[src/rtl/ysyx_22040386_mem_arbiter.sv]
// Shares one memory port between the instruction fetch and load/store requesters.
// One transaction in flight at a time, with a watchdog that aborts stuck transactions.
module ysyx_22040386_mem_arbiter #(
  parameter int ADDR_W  = 64,
  parameter int DATA_W  = 64,
  parameter int PRIO_LS = 1,
  parameter int TIMEOUT = 255
) (
  input  logic                  i_ARB_clk,
  input  logic                  i_ARB_rst,
  input  logic                  i_ARB_if_req,
  input  logic [ADDR_W-1:0]     i_ARB_if_addr,
  output logic                  o_ARB_if_gnt,
  output logic                  o_ARB_if_rvalid,
  output logic [DATA_W-1:0]     o_ARB_if_rdata,
  input  logic                  i_ARB_ls_req,
  input  logic                  i_ARB_ls_we,
  input  logic [ADDR_W-1:0]     i_ARB_ls_addr,
  input  logic [DATA_W-1:0]     i_ARB_ls_wdata,
  input  logic [DATA_W/8-1:0]   i_ARB_ls_wmask,
  output logic                  o_ARB_ls_gnt,
  output logic                  o_ARB_ls_rvalid,
  output logic [DATA_W-1:0]     o_ARB_ls_rdata,
  output logic                  o_ARB_mem_valid,
  output logic                  o_ARB_mem_we,
  output logic [ADDR_W-1:0]     o_ARB_mem_addr,
  output logic [DATA_W-1:0]     o_ARB_mem_wdata,
  output logic [DATA_W/8-1:0]   o_ARB_mem_wmask,
  input  logic                  i_ARB_mem_ready,
  input  logic                  i_ARB_mem_rvalid,
  input  logic [DATA_W-1:0]     i_ARB_mem_rdata,
  output logic                  o_ARB_timeout
);

  localparam int   MASK_W = DATA_W / 8;
  localparam int   CNT_W  = $clog2(TIMEOUT + 1);
  localparam logic PRIO   = (PRIO_LS != 0);

  typedef enum logic [1:0] {IDLE, REQ, RESP} state_t;

  state_t              state;
  logic                owner;
  logic                last_owner;
  logic                we_q;
  logic [ADDR_W-1:0]   addr_q;
  logic [DATA_W-1:0]   wdata_q;
  logic [MASK_W-1:0]   wmask_q;
  logic [CNT_W-1:0]    cnt;
  logic                timeout_q;

  logic grant_ls;
  logic grant_if;
  logic in_idle;
  logic abort;
  logic complete;
  logic done;

  // On a tie in round-robin mode the requester that did not go last wins.
  assign grant_ls = i_ARB_ls_req & (~i_ARB_if_req | PRIO | ~last_owner);
  assign grant_if = i_ARB_if_req & ~grant_ls;
  assign in_idle  = (state == IDLE) & ~i_ARB_rst;

  // The watchdog wins over a response arriving in the same cycle.
  assign abort    = (state != IDLE) & (cnt == CNT_W'(TIMEOUT - 1));
  assign complete = (state == RESP) & i_ARB_mem_rvalid & ~abort;
  assign done     = complete | abort;

  assign o_ARB_if_gnt    = in_idle & grant_if;
  assign o_ARB_ls_gnt    = in_idle & grant_ls;
  assign o_ARB_if_rvalid = done & ~owner;
  assign o_ARB_ls_rvalid = done & owner;
  assign o_ARB_if_rdata  = (complete & ~owner) ? i_ARB_mem_rdata : '0;
  assign o_ARB_ls_rdata  = (complete & owner & ~we_q) ? i_ARB_mem_rdata : '0;

  assign o_ARB_mem_valid = (state == REQ);
  assign o_ARB_mem_we    = we_q;
  assign o_ARB_mem_addr  = addr_q;
  assign o_ARB_mem_wdata = wdata_q;
  assign o_ARB_mem_wmask = wmask_q;
  assign o_ARB_timeout   = timeout_q | abort;

  always_ff @(posedge i_ARB_clk or posedge i_ARB_rst) begin
    if (i_ARB_rst) begin
      state      <= IDLE;
      owner      <= 1'b0;
      last_owner <= 1'b1;
      we_q       <= 1'b0;
      addr_q     <= '0;
      wdata_q    <= '0;
      wmask_q    <= '0;
      cnt        <= '0;
      timeout_q  <= 1'b0;
    end else begin
      case (state)
        IDLE: begin
          if (i_ARB_if_req | i_ARB_ls_req) begin
            owner      <= grant_ls;
            last_owner <= grant_ls;
            we_q       <= grant_ls & i_ARB_ls_we;
            addr_q     <= grant_ls ? i_ARB_ls_addr : i_ARB_if_addr;
            wdata_q    <= grant_ls ? i_ARB_ls_wdata : '0;
            wmask_q    <= grant_ls ? i_ARB_ls_wmask : '0;
            cnt        <= '0;
            state      <= REQ;
          end
        end
        REQ: begin
          cnt <= cnt + CNT_W'(1);
          if (abort) begin
            timeout_q <= 1'b1;
            state     <= IDLE;
          end else if (i_ARB_mem_ready) begin
            state <= RESP;
          end
        end
        RESP: begin
          cnt <= cnt + CNT_W'(1);
          if (abort) begin
            timeout_q <= 1'b1;
            state     <= IDLE;
          end else if (i_ARB_mem_rvalid) begin
            state <= IDLE;
          end
        end
        default: state <= IDLE;
      endcase
    end
  end

endmodule

[config.mk]
export PLATFORM = sky130hd
export DESIGN_NAME = ysyx_22040386_mem_arbiter
export DESIGN_NICKNAME = d
export VERILOG_FILES = /design/src/rtl/ysyx_22040386_mem_arbiter.sv
export SDC_FILE = /design/constraint.sdc
export NUM_CORES = 1
export LEC_CHECK = 0
export CAP_MARGIN = 20
export CORE_AREA = 2 2 208 210
export CTS_BUF_LIST = sky130_fd_sc_hd__clkbuf_2
export DETAILED_ROUTE_END_ITERATION = 10
export DIE_AREA = 0 0 210 212
export PLACE_DENSITY = 0.54
export SLEW_MARGIN = 40
export SYNTH_ARGS = -nofsm -noshare
export SYNTH_HDL_FRONTEND = slang
export SYNTH_SLANG_ARGS = --single-unit
export TNS_END_PERCENT = 20
[constraint.sdc]
create_clock -name i_ARB_clk -period 7.66 [get_ports i_ARB_clk]
set_input_delay 1.532 -clock i_ARB_clk [delete_from_list [all_inputs] [get_ports i_ARB_clk]]
set_output_delay 1.532 -clock i_ARB_clk [all_outputs]
set_load 0.005 [all_outputs]
==> results.toml, run 1 <==
[global_route]
overflow = 0
antenna_found_initial = 4
grt_pass1_vias = 7682
grt_max_degree = 115
grt_pass1_wl_um = 49000
grt_usage_pct = 14.9

[cts]
ctsResizeCount = 0
cts_setup_buffers = 0
htree_levels = 4
cts_buffers = 17
cts_tree = "yes"
cts.hold.buffers_added = 0
cts.sinks = 149
root_buffer = "clkbuf_2"
clk_pin_slew_ps = 230
clockBufferDepth = 2
clkLatencyLatePin_ps = 820

[placed_design]
placed_cell_area_um2 = 13400
place_congestion = 0.796
placedCellCount = 1856
dp_slack_ps = 2500
dp_hpwl_um = 26800
port_buffers = 541

[timing]
drv_slew = 0
relSlewSlack_pct = 46.8
fmax_ghz = 0.193
rsz0062_at_grt = "no"
tns_ps = 0
hold_ws_ps = 483
fin_skew_ps = 46.1
fin_ws_ps = 2480
setup_viol = 0
hold_violations = 0
finalCriticalPeriod_ps = 5180
tightest_slew_ps = 797
period_share_pct = 67.6

[critical_path]
crit_required_ps = 6130
cp-start-kind = "input port"
crit_path_end_kind = "primary output"
worst-setup-path-type = "in -> out"
critical_path_arrival_ps = 3640
crit_path_max_fanout = 64

[route]
drtIter0Drc = 403
drt_wl_total_um = 33900
wire_per_inst_um = 17.9
viasPerCell = 4.05
vias = 7678
ant_nets = 0
drcViolationCount = 0
drt_first_pass_iters = 4

[yosys]
syn-mean-instance-area_um2 = 9.04
synth-seq-cells = 149
netlist_area_um2 = 7430
synthesis.nets = 1099
ys_top_cells_by_area = "dfrtp_1 50%, nand2_1 11%, and2_1 11%"
synth_warnings = 0
yosysSeqAreaShare_pct = 50.2
synth_largest_area_cell = "dfrtp_1"
ys_types = 39
synth_top_area_share_pct = 50.2
syn_inst = 822

[power_and_ir_drop]
ir_worst_vdd_uv = 137
p_total_mw = 3.74
power_density_nw_per_um2 = 273
p_leak_nw = 5.92

[final_layout]
final_area_um2 = 13700
syn2layout_area_growth_pct = 84.3
drive_above_1_share_pct = 3.72
nNetsFinal = 1608
utilization_pct = 32.2
fin_cells = 1894

[die]
die_area_um2 = 44500
fp.dieH_um = 212
rows = 76
ios = 542
dieWidth_um = 210
initial_utilization_pct = 17.5
coreArea_um2 = 42500

[run_status]
status = "completed"

[flow_run]
cap_violations = 0

[hold_path]
hold_class = "reg -> reg"
area by class of cell:
| cell class | instances | area (um^2) |
|---|---|---|
| multi-input combinational | 607 | 3450 |
| timing repair buffer | 551 | 5530 |
| antenna | 4 | 10.0 |
| sequential | 149 | 3730 |
| clock inverter | 14 | 173 |
| fill | 4509 | 28800 |
| clock buffer | 18 | 90.1 |
| inverter | 5 | 26.3 |
| tap | 546 | 683 |
state kept, by name, indices dropped and copies added, names as in the netlist:
register,flops
o_ARB_mem_addr,64
o_ARB_mem_wdata,64
cnt,8
o_ARB_mem_wmask,8
state,2
o_ARB_mem_we,1
owner,1
timeout_q,1
kinds of logic after synthesis:
kind of cell,Yosys count,synth area share (%)
flops,149,50.2
mux,65,8.76
simple gates,444,29.2
fa+ha+maj,6,1.01
buf+inv,66,3.79
compound gates,92,7.09
Yosys cell counts, drive strengths merged:
library cell	number
nor4	1
o21bai	1
a2111oi	1
inv	5
and4	1
and3	1
a211oi	1
mux2i	65
and4b	1
nor4bb	2
nand2	218
nand4	3
ha	6
o22a	1
nor4b	1
dfrtp	149
and2	129
nor2	2
a21oi	6
a21o	1
o211ai	1
clkbuf	39
o31a	1
o21ai	72
a22o	1
nor3b	1
o31ai	4
or4	3
a41oi	1
nand4b	1
nand3	73
o2bb2ai	1
nand2b	4
buf	22
nor2b	2
or3b	1
critical path, cell delays in order:
cell	delay [ps]
clkdlybuf4s50_1	500
nand2_1	180
a2111oi_4	220
buf_4	460
and2_1	210
clkdlybuf4s50_1	510
final timing paths:
check	from	endpoint	slack, ps	depth (start not counted)
setup / recovery	i_ARB_mem_rvalid	o_ARB_ls_rdata[46]	2480	6
hold / removal	timeout_q$_DFFE_PP0P_	timeout_q$_DFFE_PP0P_	480	1
setup reg to reg	state[0]$_DFFE_PP0P_	o_ARB_mem_addr[10]$_DFFE_PP0P_	5450	6
hold reg to reg	timeout_q$_DFFE_PP0P_	timeout_q$_DFFE_PP0P_	480	1
max in group asynchronous	i_ARB_rst	o_ARB_mem_wdata[55]$_DFFE_PP0P_	5370	3
min in group asynchronous	i_ARB_rst	o_ARB_mem_addr[48]$_DFFE_PP0P_	1190	2
power breakdown:
part	internal [mW]	leakage, nW	switching, mW
Clock	0.188	0.156	0.322
Combinational	1.01	3.88	0.894
Sequential	1.13	1.88	0.196
Total	2.33	5.92	1.41
per-layer routing:
layer  up-vias  wire length (um)  global-route usage (%)
li1       3728                 -                       -
met3        39              2460                    4.74
met2       333             18600                    29.1
met4         0               924                    5.72
met1      3578             11900                    14.6
met5         -                 0                       0
placed cells by master (no fill, tap or decap), types with 2 or more instances in the layout:
| cell type | instances |
|---|---|
| a21oi_1 | 6 |
| and2_1 | 129 |
| buf_4 | 5 |
| buf_6 | 4 |
| bufinv_16 | 3 |
| clkbuf_2 | 18 |
| clkdlybuf4s50_1 | 540 |
| clkinv_2 | 3 |
| clkinvlp_4 | 2 |
| dfrtp_1 | 149 |
| diode_2 | 4 |
| ha_1 | 5 |
| inv_1 | 4 |
| inv_6 | 5 |
| mux2i_1 | 65 |
| nand2_1 | 218 |
| nand2b_1 | 4 |
| nand3_1 | 73 |
| nand4_1 | 3 |
| nor2_1 | 2 |
| nor2b_1 | 2 |
| nor4bb_1 | 2 |
| o21ai_0 | 70 |
| o31ai_1 | 4 |
| or4_1 | 3 |
No activity file was read; power rests on OpenSTA's default activity.
==> run 2, diff against run 1 <==
PLACE_DENSITY = 0.55   (was 0.54)
clock period = 4.5 ns   (was 7.66 ns; I/O delays follow)
==> run 2 against run 1 <==
Compared with the run above:
- global-route usage decreased by 0.24 points
- power increased by 73%
- final cell count grew 0.37%
- count of clock-buffer cells in the layout unchanged
- largest power group unchanged
- hold slack about the same
- routed wire length is 0.52% lower
- core utilization grew 0.29 points
- sequential share of layout area shrank 0.25 points
- worst setup slack worse by 2200 ps
- critical endpoint is now o_ARB_ls_rdata[57]
- critical path type is now reg -> out
- register-to-register slack worse by 3500 ps
==> results.toml, run 2 (synthesized netlist as in run 1, its figures left out) <==
[run_status]
status = "completed"

[timing]
finalCriticalPeriod_ps = 4260
fin_ws_ps = 236
tightest_slew_ps = 778
fin_skew_ps = 33.6
fmax_ghz = 0.235
drv_slew = 0
setup_viol = 0
relSlewSlack_pct = 48.1
period_share_pct = 94.7
hold_violations = 0

[power_and_ir_drop]
intPower_mw = 4.07
switching_power_mw = 2.40
power_density_nw_per_um2 = 468
power_frac_seq_pct = 34.7
clockPowerShare_pct = 14.3
combPwrFrac_pct = 51.0
ir_worst_vdd_uv = 329
p_leak_nw = 5.97
netSwitchingFraction_pct = 37.1
p_total_mw = 6.47

[cts]
clk_pin_slew_ps = 240
cts_tree = "yes"
clockBufferDepth = 2
cts_buffers = 17
root_buffer = "clkbuf_2"
clkLatencyLatePin_ps = 790
cts.hold.buffers_added = 0
htree_levels = 4
cts.sinks = 149

[critical_path]
crit_path_end_kind = "primary output"
crit_chain = "inv_1, ha_2, and4b_4, a2111oi_4, buf_4, buf_6, and2_1, clkdlybuf4s50_1"
crit_buf_inv = 4
critical_path_arrival_ps = 3360
cp-start-kind = "register"
startpoint = "state[0]$_DFFE_PP0P_"
reg2reg_from = "state[0]$_DFFE_PP0P_"
worst-setup-path-type = "reg -> out"
slowest_stage = "clkdlybuf4s50_1"
crit_path_max_fanout = 32
max_stage_delay_ps = 520
path_delay_family = "buffers and inverters"
crit_required_ps = 3600

[flow_run]
cap_violations = 0

[route]
drtIter0Drc = 269
wire_per_inst_um = 17.8
drt_wl_total_um = 33800
ant_nets = 0
viasPerCell = 4.07
drt_first_pass_iters = 4
drcViolationCount = 0
vias = 7744

[final_layout]
nNetsFinal = 1616
drive_above_1_share_pct = 4.14
final_area_um2 = 13800
syn2layout_area_growth_pct = 86.0
final_common_cell = "clkdlybuf4s50_1"
layout_common_cells = "540 x clkdlybuf4s50_1, 218 x nand2_1, 149 x dfrtp_1, 129 x and2_1, 73 x nand3_1"
fin_cells = 1901

[hold_path]
hold_class = "reg -> reg"
hp-start = "timeout_q$_DFFE_PP0P_"

[placed_design]
place_congestion = 0.835
dp_slack_ps = 611
placed_cell_area_um2 = 13500
port_buffers = 541
placedCellCount = 1864
dp_hpwl_um = 26700

[global_route]
grt_pass1_vias = 7788
grt_usage_pct = 14.7
grt_pass1_wl_um = 48700
grt_max_degree = 90
overflow = 0
antenna_found_initial = 3

[die]
fp.dieH_um = 212
ios = 542
coreArea_um2 = 42500
die_area_um2 = 44500
dieWidth_um = 210
initial_utilization_pct = 17.5
rows = 76
## run 2: changes by cell type in the layout (fill, tap and decap cells not counted), sizes merged
cell      before  now
buf           11   18
clkinv         4    2
clkbuf        18   19
diode          4    3
clkinvlp       2    3
bufinv         3    4
## run 2: worst paths after layout
check / slack [ps] / endpoint / depth (start not counted)
worst max-delay path: 240 / o_ARB_ls_rdata[57] / 8
worst min-delay path: 480 / timeout_q$_DFFE_PP0P_ / 1
worst max register to register: 1990 / cnt[3]$_DFFE_PP0P_ / 6
worst min register to register: 480 / timeout_q$_DFFE_PP0P_ / 1
max in group asynchronous: 3160 / o_ARB_mem_wdata[56]$_DFFE_PP0P_ / 4
min in group asynchronous: 540 / state[1]$_DFFE_PP0P_ / 3
## run 2: power by group through the flow
stage / clock [mW] / sequential [mW] / combinational [mW]
final: 0.924 / 2.25 / 3.30
after global routing: 1.02 / 2.34 / 3.61
after CTS: 0.977 / 2.26 / 3.36
after detailed placement: 0 / 2.28 / 3.36
after global placement: 0 / 2.26 / 3.32
after floorplan: 0 / 2.30 / 1.21
## run 2: through the flow
stage / utilization (%) / TNS, ps / hold slack [ps]
after floorplan: - / 0 / 419
after global placement: 31.6 / 0 / 432
after detailed placement: 31.7 / 0 / 437
after CTS: 32.4 / 0 / 424
after global routing: 32.5 / -69.1 / 464
final: 32.5 / 0 / 483
## run 2: metal layers
layer | vias to the layer above | routed length, um | part of all wire, % | GRT usage [%]
met1 | 3622 | 11400 | 34 | 13.7
li1 | 3753 | - | - | -
met5 | - | 0 | 0 | 0
met4 | 0 | 1070 | 3.2 | 6.26
met2 | 329 | 18700 | 56 | 29.1
met3 | 40 | 2520 | 7.5 | 4.67
## run 2: area by class of cell
type | count | area, um^2
Fill cell | 4498 | 28700
Timing Repair Buffer | 559 | 5650
Sequential cell | 149 | 3730
Multi-Input combinational cell | 607 | 3440
Tap cell | 546 | 683
Clock inverter | 14 | 195
Clock buffer | 18 | 90.1
Inverter | 5 | 22.5
Antenna cell | 3 | 7.51
## run 2: timing repair
| item | CTS | global route |
|---|---|---|
| setup buffers | 0 | 1 |
| gates cloned | 0 | 1 |
| setup endpoints to repair | 64 | 118 |
| resized for setup | 1 | 5 |
| pin swaps | 0 | 1 |
